--- config.mk ---
export PLATFORM = sky130hd
export DESIGN_NAME = mem_stage_sram_ctrl
export DESIGN_NICKNAME = d
export VERILOG_FILES = /design/src/rtl/mem_stage_sram_ctrl.sv
export SDC_FILE = /design/constraint.sdc
export NUM_CORES = 1
export LEC_CHECK = 0
export CAP_MARGIN = 10
export CORE_MARGIN = 3
export CORE_UTILIZATION = 40
export CTS_BUF_LIST = sky130_fd_sc_hd__clkbuf_4
export DETAILED_ROUTE_END_ITERATION = 16
export PLACE_DENSITY = 0.74
export SLEW_MARGIN = 30
export SYNTH_ARGS = -nofsm -noshare
export SYNTH_HDL_FRONTEND = slang
export SYNTH_SLANG_ARGS = --single-unit
--- constraint.sdc ---
create_clock -name clk -period 4.8 [get_ports clk]
set_input_delay 0.72 -clock clk [delete_from_list [all_inputs] [get_ports clk]]
set_output_delay 0.72 -clock clk [all_outputs]
set_load 0.05 [all_outputs]
--- src/rtl/mem_stage_sram_ctrl.sv ---
// MEM-stage sequencer for a 16-bit asynchronous SRAM.
// Each 32-bit load/store is split into a low and a high halfword phase, and each
// phase lasts WAIT_CYCLES cycles. The ready output is low while an access is in
// flight, so the pipeline freeze logic can hold the pipeline registers.
// Optional feature: define SRAM_CTRL_LAST_READ_HIT_EN to enable the last-read hit
// path. With it, a load that repeats the word of the last completed load finishes
// in a single cycle.
module mem_stage_sram_ctrl #(
    parameter int unsigned WAIT_CYCLES = 2,
    parameter logic [31:0] BASE_ADDR   = 32'd1024,
    parameter int unsigned SRAM_AW     = 18
) (
    input  logic               clk,
    input  logic               rst,
    input  logic               rd_en,
    input  logic               wr_en,
    input  logic [31:0]        address,
    input  logic [31:0]        wdata,
    output logic [31:0]        rdata,
    output logic               ready,
    output logic [SRAM_AW-1:0] sram_addr,
    output logic [15:0]        sram_dq_out,
    output logic               sram_dq_oe,
    input  logic [15:0]        sram_dq_in,
    output logic               sram_we_n
);

    localparam int unsigned    CntW    = $clog2(WAIT_CYCLES + 1);
    localparam logic [CntW-1:0] CntLast = CntW'(WAIT_CYCLES - 1);

    typedef enum logic [1:0] {StIdle, StLow, StHigh, StDone} state_e;

    state_e              state_q, state_d;
    logic [CntW-1:0]     cnt_q, cnt_d;
    logic                op_wr_q, op_wr_d;
    logic [15:0]         wdata_hi_q, wdata_hi_d;
    logic [15:0]         hold_q, hold_d;
    logic [31:0]         rdata_q, rdata_d;
    logic [SRAM_AW-1:0]  sram_addr_q, sram_addr_d;
    logic [15:0]         dq_out_q, dq_out_d;
    logic                oe_q, oe_d;
    logic                we_n_q, we_n_d;

    logic                req;
    logic                phase_last;
    logic [31:0]         offset;
    logic [SRAM_AW-2:0]  word_idx;
    logic                unused_offset_bits;

    assign req        = rd_en | wr_en;
    assign phase_last = (cnt_q == CntLast);
    // The offset wraps modulo 2^32. Only the SRAM word index bits are used.
    assign offset     = address - BASE_ADDR;
    assign word_idx   = offset[SRAM_AW:2];
    assign unused_offset_bits = ^{offset[31:SRAM_AW+1], offset[1:0]};

`ifdef SRAM_CTRL_LAST_READ_HIT_EN
    logic [31:0] addr_q, addr_d;
    logic [31:0] tag_q, tag_d;
    logic        valid_q, valid_d;
    logic        hit;
    logic        unused_tag_bits;

    // Both enables high means a write, so a hit needs a pure read.
    assign hit             = rd_en & ~wr_en & valid_q & (address[31:2] == tag_q[31:2]);
    assign unused_tag_bits = ^tag_q[1:0];
`endif

    // The pipeline may advance when no request is pending or when the access completes.
    always_comb begin
        ready = ((state_q == StIdle) && !req) || (state_q == StDone);
    end

    // Next-state logic and registered SRAM bus values. Bus values only change on phase entry.
    always_comb begin
        state_d     = state_q;
        cnt_d       = cnt_q;
        op_wr_d     = op_wr_q;
        wdata_hi_d  = wdata_hi_q;
        hold_d      = hold_q;
        rdata_d     = rdata_q;
        sram_addr_d = sram_addr_q;
        dq_out_d    = dq_out_q;
        oe_d        = oe_q;
        we_n_d      = we_n_q;
`ifdef SRAM_CTRL_LAST_READ_HIT_EN
        addr_d      = addr_q;
        tag_d       = tag_q;
        valid_d     = valid_q;
`endif
        unique case (state_q)
            StIdle: begin
                if (req) begin
`ifdef SRAM_CTRL_LAST_READ_HIT_EN
                    if (hit) begin
                        state_d = StDone;
                    end else begin
                        addr_d = address;
                        if (wr_en) begin
                            valid_d = 1'b0;
                        end
`endif
                        state_d     = StLow;
                        cnt_d       = '0;
                        op_wr_d     = wr_en;
                        wdata_hi_d  = wdata[31:16];
                        sram_addr_d = {word_idx, 1'b0};
                        dq_out_d    = wdata[15:0];
                        oe_d        = wr_en;
                        we_n_d      = ~wr_en;
`ifdef SRAM_CTRL_LAST_READ_HIT_EN
                    end
`endif
                end
            end
            StLow: begin
                if (phase_last) begin
                    state_d        = StHigh;
                    cnt_d          = '0;
                    sram_addr_d[0] = 1'b1;
                    dq_out_d       = wdata_hi_q;
                    if (!op_wr_q) begin
                        hold_d = sram_dq_in;
                    end
                end else begin
                    cnt_d = cnt_q + CntW'(1);
                end
            end
            StHigh: begin
                if (phase_last) begin
                    state_d = StDone;
                    cnt_d   = '0;
                    oe_d    = 1'b0;
                    we_n_d  = 1'b1;
                    if (!op_wr_q) begin
                        rdata_d = {sram_dq_in, hold_q};
`ifdef SRAM_CTRL_LAST_READ_HIT_EN
                        tag_d   = addr_q;
                        valid_d = 1'b1;
`endif
                    end
                end else begin
                    cnt_d = cnt_q + CntW'(1);
                end
            end
            StDone: begin
                state_d = StIdle;
            end
            default: begin
                state_d = StIdle;
            end
        endcase
    end

    // State and bus registers with a synchronous reset. A reset mid-access discards the access.
    always_ff @(posedge clk) begin
        if (rst) begin
            state_q     <= StIdle;
            cnt_q       <= '0;
            op_wr_q     <= 1'b0;
            wdata_hi_q  <= '0;
            hold_q      <= '0;
            rdata_q     <= '0;
            sram_addr_q <= '0;
            dq_out_q    <= '0;
            oe_q        <= 1'b0;
            we_n_q      <= 1'b1;
`ifdef SRAM_CTRL_LAST_READ_HIT_EN
            addr_q      <= '0;
            tag_q       <= '0;
            valid_q     <= 1'b0;
`endif
        end else begin
            state_q     <= state_d;
            cnt_q       <= cnt_d;
            op_wr_q     <= op_wr_d;
            wdata_hi_q  <= wdata_hi_d;
            hold_q      <= hold_d;
            rdata_q     <= rdata_d;
            sram_addr_q <= sram_addr_d;
            dq_out_q    <= dq_out_d;
            oe_q        <= oe_d;
            we_n_q      <= we_n_d;
`ifdef SRAM_CTRL_LAST_READ_HIT_EN
            addr_q      <= addr_d;
            tag_q       <= tag_d;
            valid_q     <= valid_d;
`endif
        end
    end

    assign rdata       = rdata_q;
    assign sram_addr   = sram_addr_q;
    assign sram_dq_out = dq_out_q;
    assign sram_dq_oe  = oe_q;
    assign sram_we_n   = we_n_q;

endmodule

==> results.json <==
{
  "cp_data_required_time_ns": 4.08,
  "yosysUniqueCellTypes": 39,
  "netlist_instances": 488,
  "hold_viol_final": 0,
  "core_area_mm2": 0.00950,
  "htreeDepth": 3,
  "yosys.area.top_type": "dfxtp_1",
  "port_buffers": 137,
  "design_area_mm2": 0.00557,
  "path_cells": "inv_1, ha_1, or3b_2, nand2b_1, clkdlybuf4s50_1",
  "die-area_mm2": 0.0113,
  "cp_slowest_cell": "clkdlybuf4s50_1",
  "critical-path-max-stage-delay_ns": 0.80,
  "slew-limit-headroom_pct": 43.9,
  "rrSetupSlack_ns": 2.23,
  "grt_max_degree": 106,
  "r2r_cells": 6,
  "yosysMostFrequentCell": "nand2_1",
  "synth_ff_type": "dfxtp_1",
  "drive_above_1_share_pct": 5.09,
  "drv_cap": 0,
  "fmax_ghz": 0.291,
  "area_delta_synth_final_pct": 38.5,
  "ys_ff_latch": 105,
  "placed_cell_area_mm2": 0.00544,
  "root_buffer": "clkbuf_4",
  "leakagePower_nw": 1.94,
  "dp_hpwl_mm": 7.39,
  "synth_area_mm2": 0.00402,
  "critPathMaxFanout": 10,
  "drt_iter0_markers": 172,
  "drc": 0,
  "dieHeight_um": 106,
  "post-route-period-util_pct": 71.6,
  "synth_enable_flop_cells": 0,
  "cts_tree": "yes",
  "drv_slew": 0,
  "critical_path_class": "flop to output pin",
  "cts_setup_buffers": 0,
  "nFillCells": 881,
  "synth_top_area_share_pct": 52.3,
  "synth.top_cells.by_count": "nand2_1 (149), dfxtp_1 (105), a21oi_1 (74)",
  "wl_per_cell_um": 14.3,
  "cellPowerDensity_mw_per_mm2": 540,
  "grt_pass1_wl_mm": 16.9,
  "cp-startpoint": "state_q[0]",
  "seq_area_frac_synth_pct": 52.3,
  "synth_nets": 578,
  "min_path_cells": 2,
  "grt_pass1_vias": 3428,
  "tns_ns": 0,
  "gp_congestion": 0.782,
  "hold_path.class": "flop to flop",
  "timing.rr.start": "state_q[1]",
  "critPathLaunchType": "flop",
  "antenna_found_initial": 0,
  "rsz0062_at_grt": "false",
  "diodes": 0,
  "cts_buffer_depth": 2,
  "endpoint": "ready",
  "yosys_warnings": 0,
  "instances_no_fill": 738,
  "placed_cells": 722,
  "grt_use_total_pct": 18.5,
  "initial_utilization_pct": 42.3,
  "cts_resized": 0,
  "ant_nets": 0,
  "dp_slack_ns": 1.38,
  "fin_util_pct": 58.6,
  "max-vdd-ir-drop_mv": 0.246,
  "finalSetupViolations": 0,
  "critPathCaptureType": "output pin",
  "nNetsFinal": 694,
  "clk_pin_slew_ns": 0.17,
  "worst_slack_ns": 1.36,
  "status": "finished, final reports clean",
  "multi_input_area_mm2": 0.00176,
  "clock_skew_ns": 0.0192,
  "numCtsBuffers": 9,
  "seq_area_mm2": 0.00210,
  "min_period_ns": 3.44,
  "async_flop_share_pct": 0,
  "die_w_um": 106,
  "gr-total-overflow": 0,
  "r2r_end": "sram_dq_out[1]",
  "wirelength_mm": 10.5,
  "cts.sinks": 105,
  "first_pass_iters": 4,
  "dr_total_vias": 3686,
  "tightest_slew_ns": 0.842,
  "arrival_ns": 2.72,
  "hold_buffers": 0,
  "vias_per_cell": 4.99,
  "synthTopCellsByArea": "dfxtp_1 (52%), nand2_1 (14%), a21oi_1 (9.2%)",
  "clk_latency_ns": 0.45,
  "core.rowCount": 35,
  "syn_area_per_cell_um2": 8.24,
  "io-pin-count": 153
}
==> cell usage in the layout, fill, tap and decap left out, types with 2 or more instances in the layout <==
master | Yosys | layout
ha_1 | 6 | 6
nor2b_1 | 3 | 3
nand2b_1 | 2 | 2
buf_4 | 2 | 2
a21oi_1 | 74 | 74
a22oi_1 | 3 | 3
inv_8 | 0 | 3
nor2_1 | 34 | 34
clkdlybuf4s50_1 | 0 | 136
a311oi_1 | 2 | 2
xnor2_1 | 5 | 5
o22ai_1 | 16 | 16
clkbuf_4 | 0 | 10
o21ai_0 | 5 | 5
a211oi_1 | 22 | 22
or4_4 | 2 | 2
nor3b_1 | 2 | 2
nand2_1 | 149 | 148
inv_1 | 5 | 5
dfxtp_1 | 105 | 105
==> layout make-up <==
class | instances | area share [%]
clock inverters | 6 | 1.06
flip-flops and latches | 105 | 37.7
clock buffers | 10 | 1.35
multi-input cells | 343 | 31.6
well taps | 129 | 2.90
repair buffers | 139 | 24.9
inverters | 6 | 0.404
==> cell families after synthesis <==
kind of cell             count (synthesis)  share of synthesized area, %
adder cells (fa/ha/maj)                  6                          1.87
buffers and inverters                   40                          4.14
AND/OR/NAND/NOR                        200                          20.8
AO/OA/AOI/OAI                          131                          19.5
XOR/XNOR                                 5                          1.09
flip-flops                             105                          52.3
multiplexers                             1                         0.249
==> worst min path at each step <==
| stage | from | end |
|---|---|---|
| 2_1_floorplan | hold_q[15] | rdata[15] |
| 3_3_place_gp | hold_q[0] | rdata[0] |
| 3_5_place_dp | rdata[0] | rdata[0] |
| 4_1_cts | hold_q[5] | rdata[5] |
| 5_1_grt | rdata[25] | rdata[25] |
| 6_report | hold_q[5] | rdata[5] |
==> per-stage QoR <==
| stage | hold WS (ns) | total power [W] |
|---|---|---|
| after CTS | 0.462 | 0.00304 |
| after global routing | 0.480 | 0.00320 |
| after floorplan | 0.432 | 0.00217 |
| final | 0.463 | 0.00301 |
| after detailed placement | 0.446 | 0.00261 |
| after global placement | 0.440 | 0.00257 |
==> worst max-delay path: cells and delay by family, from the launching register on <==
| kind | cells | cell delay [ns] |
|---|---|---|
| buffers and inverters | 2 | 0.92 |
| AND/OR/NAND/NOR | 2 | 0.65 |
| flip-flops | 1 | 0.37 |
| adder cells (fa/ha/maj) | 1 | 0.34 |
==> per-layer routing <==
metal / vias to the layer above / GRT usage, % / share of wire (%)
li1: 1878 / - / -
met1: 1680 / 22.8 / 42
met2: 107 / 29.8 / 48
met3: 21 / 6.13 / 6.9
met4: 0 / 7.12 / 2.8
met5: - / 0 / 0
==> sequential cells by signal (all words and copies together) (netlist names) <==
| register | flops |
|---|---|
| sram_we_n | 1 |
| wdata_hi_q | 16 |
| rdata | 32 |
| cnt_q | 2 |
| sram_dq_out | 16 |
| sram_addr | 18 |
| sram_dq_oe | 1 |
| state_q | 2 |
| op_wr_q | 1 |
| hold_q | 16 |
==> where the power goes <==
group	total [W]	internal, W	switching, W
Clock	0.000433	0.000127	0.000307
Sequential	0.00113	0.00104	0.0000902
Combinational	0.00144	0.000498	0.000947
(Power assumes the default switching activity.)
